<file path="config.mk">
export PLATFORM = sky130hd
export DESIGN_NAME = lcd_bus_reader_flat
export DESIGN_NICKNAME = d
export VERILOG_FILES = /design/src/rtl/lcd_pkg.sv /design/src/rtl/lcd_bus_reader_if.sv /design/src/rtl/lcd_e_timer.sv /design/src/rtl/lcd_bus_reader.sv /design/src/flat_wrapper.sv
export SDC_FILE = /design/constraint.sdc
export NUM_CORES = 1
export LEC_CHECK = 0
export ABC_AREA = 1
export CAP_MARGIN = 20
export CORE_MARGIN = 2
export CORE_UTILIZATION = 30
export CTS_BUF_LIST = sky130_fd_sc_hd__clkbuf_16
export CTS_CLUSTER_DIAMETER = 60
export DETAILED_ROUTE_END_ITERATION = 6
export DONT_BUFFER_PORTS = 1
export GPL_ROUTABILITY_DRIVEN = 0
export PLACE_DENSITY_LB_ADDON = 0.05
export SLEW_MARGIN = 20
export SYNTH_ARGS = -nofsm -noshare
export SYNTH_HDL_FRONTEND = slang
export SYNTH_HIERARCHICAL = 1
export SYNTH_SLANG_ARGS = --single-unit
</file>
<file path="constraint.sdc">
create_clock -name clk -period 3.1 [get_ports clk]
set_input_delay 0.62 -clock clk [delete_from_list [all_inputs] [get_ports clk]]
set_output_delay 0.62 -clock clk [all_outputs]
set_load 0.005 [all_outputs]
</file>
<file path="src/rtl/lcd_pkg.sv">
// Shared definitions for the HD44780 read path: FSM encoding, default
// timing constants, pin level names and small constant helper functions.
package lcd_pkg;

    typedef enum logic [2:0] {
        ST_IDLE   = 3'd0,
        ST_SETUP  = 3'd1,
        ST_E_HIGH = 3'd2,
        ST_E_LOW  = 3'd3,
        ST_DONE   = 3'd4
    } state_e;

    // Defaults sized for a 50 MHz system clock
    localparam int T_AS_CYC_DEF  = 3;
    localparam int T_PW_CYC_DEF  = 25;
    localparam int T_LOW_CYC_DEF = 25;
    localparam int POLL_MAX_DEF  = 4096;

    localparam logic RS_CMD   = 1'b0;
    localparam logic RS_DATA  = 1'b1;
    localparam logic RW_WRITE = 1'b0;
    localparam logic RW_READ  = 1'b1;

    localparam int BF_BIT = 7;

    // A zero-length interval makes no sense on the bus; treat it as one cycle
    function automatic int at_least_one(input int v);
        return (v < 1) ? 1 : v;
    endfunction

    // Counter width able to hold v-1, never narrower than one bit
    function automatic int cnt_width(input int v);
        return (v < 2) ? 1 : $clog2(v);
    endfunction

    function automatic int max4(input int a, input int b, input int c, input int d);
        int m;
        m = a;
        m = (b > m) ? b : m;
        m = (c > m) ? c : m;
        m = (d > m) ? d : m;
        return m;
    endfunction

endpackage

</file>
<file path="src/rtl/lcd_bus_reader_if.sv">
// Request/result handshake plus LCD pin bundle of the read path.
// slave: the reader block. master: the client / pin side.
interface lcd_bus_reader_if;
    logic       req;
    logic       rs_sel;
    logic       busy;
    logic       done;
    logic [7:0] rd_data;
    logic       bf;
    logic [6:0] ac;
    logic       timeout;
    logic       lcd_rs;
    logic       lcd_rw;
    logic       lcd_e;
    logic       lcd_db_oe;
    logic [7:0] lcd_db_i;

    modport slave (
        input  req, rs_sel, lcd_db_i,
        output busy, done, rd_data, bf, ac, timeout,
        output lcd_rs, lcd_rw, lcd_e, lcd_db_oe
    );

    modport master (
        output req, rs_sel, lcd_db_i,
        input  busy, done, rd_data, bf, ac, timeout,
        input  lcd_rs, lcd_rw, lcd_e, lcd_db_oe
    );
endinterface

</file>
<file path="src/rtl/lcd_e_timer.sv">
// Loadable down-counter with zero flag; one instance times every phase of
// the read cycle (address setup, E high, E low).
module lcd_e_timer #(
    parameter int W = 5
) (
    input  logic         clk,
    input  logic         rst_n,
    input  logic         load_i,
    input  logic [W-1:0] load_val_i,
    output logic         zero_o
);

    logic [W-1:0] cnt_q;

    // Load has priority; otherwise count down and park at zero
    always_ff @(posedge clk or negedge rst_n) begin
        if (!rst_n) begin
            cnt_q <= {W{1'b0}};
        end else if (load_i) begin
            cnt_q <= load_val_i;
        end else if (cnt_q != {W{1'b0}}) begin
            cnt_q <= cnt_q - {{(W-1){1'b0}}, 1'b1};
        end else begin
            cnt_q <= cnt_q;
        end
    end

    assign zero_o = (cnt_q == {W{1'b0}});

endmodule

</file>
<file path="src/rtl/lcd_bus_reader.sv">
// HD44780 8-bit read path (RW=1): reads the BF/AC register (rs_sel=0) or a
// data byte (rs_sel=1). All pin and result outputs are registered so E
// cannot glitch. Optional build macro LCD_READ_POLL_EN: BF/AC reads repeat
// until BF clears or POLL_MAX reads have been made.
module lcd_bus_reader
    import lcd_pkg::*;
#(
    parameter int T_AS_CYC  = T_AS_CYC_DEF,
    parameter int T_PW_CYC  = T_PW_CYC_DEF,
    parameter int T_LOW_CYC = T_LOW_CYC_DEF,
    parameter int POLL_MAX  = POLL_MAX_DEF
) (
    input  logic              clk,
    input  logic              rst_n,
    lcd_bus_reader_if.slave   bus
);

    localparam int AS_EFF   = at_least_one(T_AS_CYC);
    localparam int PW_EFF   = at_least_one(T_PW_CYC);
    localparam int LOW_EFF  = at_least_one(T_LOW_CYC);
    localparam int POLL_EFF = at_least_one(POLL_MAX);
    localparam int TW       = cnt_width(max4(AS_EFF, PW_EFF, LOW_EFF, POLL_EFF));

    localparam logic [TW-1:0] AS_LOAD  = TW'(AS_EFF - 1);
    localparam logic [TW-1:0] PW_LOAD  = TW'(PW_EFF - 1);
    localparam logic [TW-1:0] LOW_LOAD = TW'(LOW_EFF - 1);

    state_e      state_q;
    logic        rs_sel_q;
    logic        busy_q;
    logic        done_q;
    logic [7:0]  rd_data_q;
    logic        bf_q;
    logic [6:0]  ac_q;
    logic        lcd_rs_q;
    logic        lcd_rw_q;
    logic        lcd_e_q;
    logic        lcd_db_oe_q;

    logic          timer_load_d;
    logic [TW-1:0] timer_val_d;
    logic          timer_zero_s;
    logic          poll_again_s;

`ifdef LCD_READ_POLL_EN
    localparam int PCW = cnt_width(POLL_EFF);
    localparam logic [PCW-1:0] POLL_LAST = PCW'(POLL_EFF - 1);

    logic [PCW-1:0] poll_cnt_q;
    logic           timeout_q;

    // Another BF/AC read is due while the LCD reports busy and reads remain
    always_comb begin
        poll_again_s = 1'b0;
        if ((rs_sel_q == RS_CMD) && rd_data_q[BF_BIT] && (poll_cnt_q != POLL_LAST)) begin
            poll_again_s = 1'b1;
        end else begin
            poll_again_s = 1'b0;
        end
    end
`else
    // Single-read build: never repeat a read
    always_comb begin
        poll_again_s = 1'b0;
    end
`endif

    // Timer reloads at each phase boundary of the read cycle
    always_comb begin
        timer_load_d = 1'b0;
        timer_val_d  = {TW{1'b0}};
        case (state_q)
            ST_IDLE: begin
                if (bus.req) begin
                    timer_load_d = 1'b1;
                    timer_val_d  = AS_LOAD;
                end else begin
                    timer_load_d = 1'b0;
                end
            end
            ST_SETUP: begin
                if (timer_zero_s) begin
                    timer_load_d = 1'b1;
                    timer_val_d  = PW_LOAD;
                end else begin
                    timer_load_d = 1'b0;
                end
            end
            ST_E_HIGH: begin
                if (timer_zero_s) begin
                    timer_load_d = 1'b1;
                    timer_val_d  = LOW_LOAD;
                end else begin
                    timer_load_d = 1'b0;
                end
            end
            ST_E_LOW: begin
                if (timer_zero_s && poll_again_s) begin
                    timer_load_d = 1'b1;
                    timer_val_d  = AS_LOAD;
                end else begin
                    timer_load_d = 1'b0;
                end
            end
            default: begin
                timer_load_d = 1'b0;
            end
        endcase
    end

    lcd_e_timer #(.W(TW)) u_timer (
        .clk        (clk),
        .rst_n      (rst_n),
        .load_i     (timer_load_d),
        .load_val_i (timer_val_d),
        .zero_o     (timer_zero_s)
    );

    // Read-cycle FSM with registered pin, status and result outputs
    always_ff @(posedge clk or negedge rst_n) begin
        if (!rst_n) begin
            state_q     <= ST_IDLE;
            rs_sel_q    <= RS_CMD;
            busy_q      <= 1'b0;
            done_q      <= 1'b0;
            rd_data_q   <= 8'h00;
            bf_q        <= 1'b0;
            ac_q        <= 7'h00;
            lcd_rs_q    <= RS_CMD;
            lcd_rw_q    <= RW_WRITE;
            lcd_e_q     <= 1'b0;
            lcd_db_oe_q <= 1'b0;
`ifdef LCD_READ_POLL_EN
            poll_cnt_q  <= {PCW{1'b0}};
            timeout_q   <= 1'b0;
`endif
        end else begin
            // The bus is only ever read here; the write path owns driving it
            lcd_db_oe_q <= 1'b0;
            case (state_q)
                ST_IDLE: begin
                    if (bus.req) begin
                        state_q  <= ST_SETUP;
                        rs_sel_q <= bus.rs_sel;
                        busy_q   <= 1'b1;
                        lcd_rs_q <= bus.rs_sel;
                        lcd_rw_q <= RW_READ;
`ifdef LCD_READ_POLL_EN
                        poll_cnt_q <= {PCW{1'b0}};
                        timeout_q  <= 1'b0;
`endif
                    end else begin
                        state_q <= ST_IDLE;
                    end
                end
                ST_SETUP: begin
                    if (timer_zero_s) begin
                        state_q <= ST_E_HIGH;
                        lcd_e_q <= 1'b1;
                    end else begin
                        state_q <= ST_SETUP;
                    end
                end
                ST_E_HIGH: begin
                    if (timer_zero_s) begin
                        // Sample the pins on the same edge that E falls
                        state_q   <= ST_E_LOW;
                        lcd_e_q   <= 1'b0;
                        rd_data_q <= bus.lcd_db_i;
                        bf_q      <= (rs_sel_q == RS_CMD) ? bus.lcd_db_i[BF_BIT] : 1'b0;
                        ac_q      <= (rs_sel_q == RS_CMD) ? bus.lcd_db_i[6:0] : 7'h00;
                    end else begin
                        state_q <= ST_E_HIGH;
                    end
                end
                ST_E_LOW: begin
                    if (timer_zero_s && poll_again_s) begin
                        state_q <= ST_SETUP;
`ifdef LCD_READ_POLL_EN
                        poll_cnt_q <= poll_cnt_q + {{(PCW-1){1'b0}}, 1'b1};
`endif
                    end else if (timer_zero_s) begin
                        state_q  <= ST_DONE;
                        done_q   <= 1'b1;
                        busy_q   <= 1'b0;
                        lcd_rw_q <= RW_WRITE;
                        lcd_rs_q <= RS_CMD;
`ifdef LCD_READ_POLL_EN
                        // Still busy after the last allowed read means we gave up
                        timeout_q <= (rs_sel_q == RS_CMD) && rd_data_q[BF_BIT];
`endif
                    end else begin
                        state_q <= ST_E_LOW;
                    end
                end
                ST_DONE: begin
                    state_q <= ST_IDLE;
                    done_q  <= 1'b0;
                end
                default: begin
                    state_q  <= ST_IDLE;
                    done_q   <= 1'b0;
                    busy_q   <= 1'b0;
                    lcd_e_q  <= 1'b0;
                    lcd_rw_q <= RW_WRITE;
                    lcd_rs_q <= RS_CMD;
                end
            endcase
        end
    end

    assign bus.busy      = busy_q;
    assign bus.done      = done_q;
    assign bus.rd_data   = rd_data_q;
    assign bus.bf        = bf_q;
    assign bus.ac        = ac_q;
    assign bus.lcd_rs    = lcd_rs_q;
    assign bus.lcd_rw    = lcd_rw_q;
    assign bus.lcd_e     = lcd_e_q;
    assign bus.lcd_db_oe = lcd_db_oe_q;
`ifdef LCD_READ_POLL_EN
    assign bus.timeout   = timeout_q;
`else
    assign bus.timeout   = 1'b0;
`endif

endmodule

</file>
<file path="src/flat_wrapper.sv">
// flat-port wrapper written by rule: the top's interface ports become plain ports
module lcd_bus_reader_flat import lcd_pkg::*;
#(
    parameter int T_AS_CYC  = T_AS_CYC_DEF,
    parameter int T_PW_CYC  = T_PW_CYC_DEF,
    parameter int T_LOW_CYC = T_LOW_CYC_DEF,
    parameter int POLL_MAX  = POLL_MAX_DEF
)
  (clk, rst_n, bus_req, bus_rs_sel, bus_lcd_db_i, bus_busy, bus_done, bus_rd_data, bus_bf, bus_ac, bus_timeout, bus_lcd_rs, bus_lcd_rw, bus_lcd_e, bus_lcd_db_oe);
  lcd_bus_reader_if bus_i ();
  input  logic clk;
  input  logic rst_n;
  input wire logic [$bits(bus_i.req)-1:0] bus_req;
  input wire logic [$bits(bus_i.rs_sel)-1:0] bus_rs_sel;
  input wire logic [$bits(bus_i.lcd_db_i)-1:0] bus_lcd_db_i;
  output wire logic [$bits(bus_i.busy)-1:0] bus_busy;
  output wire logic [$bits(bus_i.done)-1:0] bus_done;
  output wire logic [$bits(bus_i.rd_data)-1:0] bus_rd_data;
  output wire logic [$bits(bus_i.bf)-1:0] bus_bf;
  output wire logic [$bits(bus_i.ac)-1:0] bus_ac;
  output wire logic [$bits(bus_i.timeout)-1:0] bus_timeout;
  output wire logic [$bits(bus_i.lcd_rs)-1:0] bus_lcd_rs;
  output wire logic [$bits(bus_i.lcd_rw)-1:0] bus_lcd_rw;
  output wire logic [$bits(bus_i.lcd_e)-1:0] bus_lcd_e;
  output wire logic [$bits(bus_i.lcd_db_oe)-1:0] bus_lcd_db_oe;
  assign bus_i.req = bus_req;
  assign bus_i.rs_sel = bus_rs_sel;
  assign bus_i.lcd_db_i = bus_lcd_db_i;
  assign bus_busy = bus_i.busy;
  assign bus_done = bus_i.done;
  assign bus_rd_data = bus_i.rd_data;
  assign bus_bf = bus_i.bf;
  assign bus_ac = bus_i.ac;
  assign bus_timeout = bus_i.timeout;
  assign bus_lcd_rs = bus_i.lcd_rs;
  assign bus_lcd_rw = bus_i.lcd_rw;
  assign bus_lcd_e = bus_i.lcd_e;
  assign bus_lcd_db_oe = bus_i.lcd_db_oe;
  lcd_bus_reader #(.T_AS_CYC(T_AS_CYC), .T_PW_CYC(T_PW_CYC), .T_LOW_CYC(T_LOW_CYC), .POLL_MAX(POLL_MAX)) u_core (.clk(clk), .rst_n(rst_n), .bus(bus_i));
endmodule
</file>
==> reports/metrics.yaml, run 1 <==
timing:
  whs_ns: 0.03117
  min_period_over_period: 0.7206
  setup_violations: 0
  rsz0062_at_grt: "false"
  fin_crit_ns: 2.234
  relSlewSlack: 0.6639
  skew_ns: 0.006355
  max_freq_ghz: 0.4476
  worstMarginPinSlew_ns: 0.5002
  tns_ns: 0
  hold_viol_final: 0
  fin_ws_ns: 0.8660
  drv_slew: 0
routing:
  wl_met1_mm: 1.968
  first_iter_violations: 103
  wl_met3_um: 300
  dr_total_vias: 1440
  routed.top_layer: "met4"
  dr.pass1.iters: 4
  drc: 0
  wl_mm: 4.138
  wl_per_cell_um: 12.73
  routed_via_density: 4.431
  antenna_left: 0
  wl_met2_mm: 1.844
placement:
  hpwl_mm: 2.964
  numPortBuffers: 0
  dp_slack_ns: 0.8511
worst_setup_path:
  end_kind: "flip-flop"
  crit_arrival_ns: 2.40
  rrSetupSlack_ns: 0.87
  required_ns: 3.26
  crit_start: "u_core/u_timer/cnt_q[0]$_DFFE_PN0P_"
  r2r_start: "u_core/u_timer/cnt_q[0]$_DFFE_PN0P_"
  cp-start-kind: "flip-flop"
  criticalPathCategory: "reg2reg"
  crit_path_max_fanout: 8
cells_and_area:
  final_common_cell: "nand2_1"
  diodes: 0
  nets: 263
  fillers: 635
  postLayoutCoreUtil: 0.3582
  drive_gt1_frac: 0.1520
  mostFrequentLayoutCells: "91 x nand2_1, 36 x dfrtp_1, 19 x nor2_1"
  area_delta_synth_final_pct: 14.03
clocking:
  worstSkewPairLatency_ns: 0.28
  post_cts_buffers: 0
  holdBufCountCts: 0
  htree_levels: 2
  clock-sinks: 36
  clock_path_buffers: 2
  cts_tree: "yes"
  cts_resized: 0
  root_buffer: "clkbuf_16"
  clk_pin_slew_worst_paths_ns: 0.06
  cts_buffers: 5
global_routing:
  antenna_found_initial: 0
  grt_start_max_net_pins: 37
  grt_overflow: 0
  grt_pass1_vias: 1485
  grt_pass1_wl_mm: 7.169
  globalRouteTotalUtil: 0.1299
flow_run:
  drv_cap: 0
floorplanning:
  fp-row-count: 28
  pin_count: 35
  die_area_um2: 6922
  die_width_um: 83.20
  die_h_um: 83.20
  initial_utilization: 0.3141
  core-area_um2: 5991
power_and_ir_drop:
  p_per_area_nw_per_um2: 824.4
  fin_total_pwr_uw: 1769
  power_leakage_uw: 0.001040
  combPwrFrac: 0.282
  irDropWorstVdd_uv: 358.9
  p_int_uw: 1131
  p_switching_uw: 637.9
  switching_share: 0.3606
  seq_power_share: 0.392
  pwr-share-clk: 0.326
yosys:
  async_reset_ff_frac: 1.000
  yosysTopAreaCell: "dfrtp_1"
  synth-seq-area-share: 0.4787
  yosysWarnings: 6
  synth_edf_count: 0
  synthCells: 236
  yosys-top-cells-area: "dfrtp_1 48%, nand2_1 18%, nor2_1 3.8%, o21ai_2 3.7%, nand3_1 3.2%"
  synth.avg_cell_area_um2: 7.974
  ys.flop_type: "dfrtp_1"
  ys_types: 28
  synth_top_area_share: 0.4787
  synth_area_um2: 1882
  ys_ff_latch: 36
hold_path:
  hold_class: "in2async"
run_status:
  status: "finished, final reports clean"
## synthesized netlist by cell type (all sizes together), types with 2 or more instances
library cell / n
a21oi: 2
buf: 6
dfrtp: 36
ha: 2
inv: 21
nand2: 94
nand3: 15
nand4: 2
nor2: 27
o21ai: 22
xor2: 3
## layer usage
layer | track usage | up-vias
li1 | - | 755
met1 | 0.1657 | 651
met2 | 0.1987 | 32
met3 | 0.06163 | 2
met4 | 0.03130 | 0
met5 | 0 | -
## per-stage QoR
step | area (um2) | cells
after CTS | 2146 | 325
after global placement | 1978 | 317
after detailed placement | 1978 | 317
after global routing | 2146 | 325
final | 2146 | 325
after floorplan | 1919 | 246
## critical path, cell delays in order (launching register included)
cell and delay (ns):
dfrtp_1 0.39, inv_1 0.14, ha_1 0.20, nand3_2 0.09
nor3_1 0.41, nand4_1 0.25, nand3_1 0.17, inv_1 0.14
or2_1 0.23, nand2_1 0.06, nor2_1 0.03
## final timing paths
check	endpoint	cells past startpoint
worst max-delay path	u_core/u_timer/cnt_q[6]$_DFFE_PN0P_	10
worst min-delay path	u_core/bus.lcd_rs$_DFFE_PN0P_	0
worst max register to register	u_core/u_timer/cnt_q[6]$_DFFE_PN0P_	10
worst min register to register	u_core/bus.lcd_e$_DFFE_PN0P_	2
max in group asynchronous	u_core/u_timer/cnt_q[8]$_DFFE_PN0P_	0
min in group clk	u_core/bus.rd_data[1]$_DFFE_PN0P_	2
## registers in the layout, summed over array words and instances, names as in the netlist
name / count
u_core/u_timer/cnt_q: 12
u_core/bus.rd_data: 8
u_core/bus.ac: 7
u_core/state_q: 3
u_core/bus.bf: 1
u_core/bus.done: 1
u_core/bus.lcd_e: 1
u_core/bus.lcd_rs: 1
u_core/bus.lcd_rw: 1
u_core/rs_sel_q: 1
## kinds of logic (layout without fill, tap and decap cells)
| logic type | count (synthesis) | count (layout) | share of synthesized area |
|---|---|---|---|
| adders and majority gates | 2 | 2 | 0.01330 |
| and+or+nand+nor | 140 | 140 | 0.3344 |
| DFF | 36 | 36 | 0.4787 |
| buffers and inverters | 28 | 32 | 0.07047 |
| xor gates and xnor gates | 3 | 3 | 0.01397 |
| other | 1 | 11 | 0.001993 |
| AOI/OAI and AO/OA | 26 | 26 | 0.08710 |
## cell type report
cell class	count	area (um2)	area share
inverters	22	82.58	0.03848
multi-input cells	182	885.9	0.4128
clock buffers	5	125.1	0.05831
clock inverters	3	42.54	0.01983
flip-flops and latches	36	900.9	0.4198
well taps	75	93.84	0.04373
repair buffers	2	15.01	0.006997
## power by group through the flow
stage / logic [uW] / clock network, uW / registers [uW]
6_report: 499 / 576 / 694
5_1_grt: 586 / 623 / 715
4_1_cts: 505 / 595 / 695
3_5_place_dp: 504 / 0 / 702
3_3_place_gp: 513 / 0 / 705
2_1_floorplan: 417 / 0 / 673
Note: power is estimated with default switching activity, not from simulation.
==> run 2, diff against run 1 <==
==> constraint.sdc (replaced) <==
create_clock -name clk -period 1.8 [get_ports clk]
set_input_delay 0.36 -clock clk [delete_from_list [all_inputs] [get_ports clk]]
set_output_delay 0.36 -clock clk [all_outputs]
set_load 0.005 [all_outputs]
==> run 2 against run 1 <==
Net effect: sequential power grew 67%; clock skew shrank 0.0020 ns; final area grew 10%; critical path depth is the same; utilization grew 3.7 points; register-to-register slack lost 0.77 ns; global-route usage grew 0.75 points; via count grew 4.8%; flip-flop and latch count is the same; combinational power grew 150%; setup slack lost 0.77 ns; critical path type unchanged; critical endpoint unchanged; largest cell class is now multi-input combinational cells; largest power group is now combinational logic; highest routed layer unchanged.
==> reports/metrics.yaml, run 2 (synthesis results as in run 1) <==
floorplanning:
  core-area_um2: 5991  # unchanged
  die_area_um2: 6922  # unchanged
  fp-row-count: 28  # unchanged
  die_h_um: 83.20  # unchanged
  initial_utilization: 0.3141  # unchanged
  pin_count: 35  # unchanged
  die_width_um: 83.20  # unchanged
global_routing:
  busiest_layer: "met2"  # unchanged
  grt_start_max_net_pins: 37  # unchanged
  grt.met1_usage: 0.1757  # was 0.1657
  grt_util_met2: 0.2199  # was 0.1987
  grt_overflow: 0  # unchanged
  grt_util_met3: 0.03777  # was 0.06163
  grt_pass1_wl_mm: 7.562  # was 7.169 mm
  antenna_found_initial: 0  # unchanged
  grt_pass1_vias: 1608  # was 1485
  globalRouteTotalUtil: 0.1373  # was 0.1299
routing:
  drc: 0  # unchanged
  routed_via_density: 4.399  # was 4.431
  wl_per_cell_um: 13.00  # was 12.73 um
  antenna_left: 0  # unchanged
  dr_total_vias: 1509  # was 1440
  dr.pass1.iters: 4  # unchanged
  wl_mm: 4.459  # was 4.138 mm
  first_iter_violations: 55  # was 103
timing:
  rsz0062_at_grt: "true"  # was false
  max_freq_ghz: 0.5865  # was 0.4476 GHz
  tns_ns: 0  # unchanged
  whs_ns: 0.1947  # was 0.03117 ns
  min_period_over_period: 0.9472  # was 0.7206
  setup_violations: 0  # unchanged
  skew_ns: 0.004357  # was 0.006355 ns
  fin_ws_ns: 0.09501  # was 0.8660 ns
  hold_viol_final: 0  # unchanged
  drv_slew: 0  # unchanged
  fin_crit_ns: 1.705  # was 2.234 ns
cells_and_area:
  nets: 281  # was 263
  top_register: "u_core/u_timer/cnt_q"  # unchanged
  largest_register_ffs: 12  # unchanged
  mostFrequentLayoutCells: "90 x nand2_1, 36 x dfrtp_1, 19 x nor2_1"  # was 91 x nand2_1, 36 x dfrtp_1, 19 x nor2_1
  final_common_cell: "nand2_1"  # unchanged
  drive_gt1_frac: 0.2313  # was 0.1520
  diodes: 0  # unchanged
  area_delta_synth_final_pct: 25.80  # was 14.03%
  final_cell_area_um2: 2367  # was 2146 um2
worst_setup_path:
  crit_buf_inv: 2  # unchanged
  criticalPathCategory: "reg2reg"  # unchanged
  cpPeakStageDelay_ns: 0.41  # about the same
  cp-start-kind: "flip-flop"  # unchanged
  crit_path_max_fanout: 8  # unchanged
  crit_arrival_ns: 1.87  # was 2.40 ns
  critPathTopFamily: "simple AND/OR/NAND/NOR gates"  # unchanged
  cp_slowest_cell: "dfrtp_1"  # was nor3_1
  end_kind: "flip-flop"  # unchanged
  worstPathCellList: "nor2_2 > nand2_2 > nor3_4 > buf_6 > nand3_4 > nand3_4 > inv_6 > or2_1 > nand2_1 > nor2_1"  # was inv_1 > ha_1 > nand3_2 > nor3_1 > nand4_1 > nand3_1 > inv_1 > or2_1 > nand2_1 > nor2_1
  crit_top_cell: "nand3_4"  # was inv_1
  required_ns: 1.97  # was 3.26 ns
power_and_ir_drop:
  power_leakage_uw: 0.001161  # was 0.001040 uW
  p_per_area_nw_per_um2: 1431  # was 824.4 nW/um2
  irDropWorstVdd_uv: 489.9  # was 358.9 uV
clocking:
  worstSkewPairLatency_ns: 0.28  # about the same
  root_buffer: "clkbuf_16"  # unchanged
  clock_path_buffers: 2  # unchanged
  clk_pin_slew_worst_paths_ns: 0.06  # about the same
  cts_buffers: 5  # unchanged
  htree_levels: 2  # unchanged
  cts_tree: "yes"  # unchanged
  clock-sinks: 36  # unchanged
placement:
  numPortBuffers: 0  # unchanged
  dp_slack_ns: 0.05883  # was 0.8511 ns
  place_area_um2: 2142  # was 1978 um2
  hpwl_mm: 3.268  # was 2.964 mm
hold_path:
  hold_class: "in2reg"  # was in2async
run_status:
  status: "finished, final reports clean"  # unchanged
flow_run:
  drv_cap: 0  # unchanged
==> run 2: changes by cell type in the layout (fill, tap and decap cells not counted), moves of 2 or more <==
cell | before | now
inv_2 | 5 | 7
buf_12 | 0 | 2
nand3_4 | 1 | 3
buf_6 | 0 | 2
buf_4 | 2 | 15
inv_1 | 16 | 13
==> run 2: area by class of cell <==
| cell class | count | area (um2) |
|---|---|---|
| fillers | 630 | 3623 |
| multi-input cells | 182 | 932.1 |
| flip-flops and latches | 36 | 900.9 |
| repair buffers | 20 | 185.2 |
| clock buffers | 5 | 125.1 |
| well taps | 75 | 93.84 |
| inverters | 22 | 87.58 |
| clock inverters | 3 | 42.54 |
==> run 2: timing repair <==
action,in CTS,in global routing
setup endpoints to repair,0,11
resized for setup,0,4
setup buffers,0,2
hold buffers,2,0
endpoints found under the hold margin,36,0
==> run 2: worst paths after layout <==
kind / from / to / slack (ns) / cells after the start
min in group asynchronous: rst_n / u_core/state_q[0]$_DFF_PN0_ / 0.56 / 2
worst min-delay path: bus_lcd_db_i[4] / u_core/bus.rd_data[4]$_DFFE_PN0P_ / 0.19 / 2
worst max register to register: u_core/u_timer/cnt_q[4]$_DFFE_PN0P_ / u_core/u_timer/cnt_q[6]$_DFFE_PN0P_ / 0.1 / 10
worst max-delay path: u_core/u_timer/cnt_q[4]$_DFFE_PN0P_ / u_core/u_timer/cnt_q[6]$_DFFE_PN0P_ / 0.1 / 10
max in group asynchronous: rst_n / u_core/bus.ac[1]$_DFFE_PN0P_ / 1.05 / 2
worst min register to register: u_core/bus.lcd_rs$_DFFE_PN0P_ / u_core/bus.lcd_rs$_DFFE_PN0P_ / 0.50 / 2
==> run 2: per-stage QoR <==
stage | utilization | total power [uW] | std cells
finish | 0.3952 | 3388 | 343
global route | 0.3952 | 3652 | 343
CTS | 0.3906 | 3405 | 341
detailed placement | 0.3576 | 2357 | 331
global placement | 0.3576 | 2392 | 331
floorplan | - | 1942 | 246
==> run 2: power breakdown <==
part           leakage (uW)  switching (uW)  internal (uW)  total (uW)
sequential         0.000384             165            995        1160
clock             0.0000798             346            651         996
combinational      0.000697             724            509        1230
total               0.00116            1230           2150        3390
==> run 2: metal layers <==
layer  share of wire  wire [um]
met1            0.47       2118
met2            0.46       2063
met3           0.053        237
met4          0.0090         40
met5               0          0
==> run 2: worst reg2reg max path: stages (launching register included) <==
cell	delay, ns
dfrtp_1	0.41
nor2_2	0.15
nand2_2	0.10
nor3_4	0.21
buf_6	0.13
nand3_4	0.09
nand3_4	0.14
inv_6	0.06
or2_1	0.20
nand2_1	0.06
nor2_1	0.04
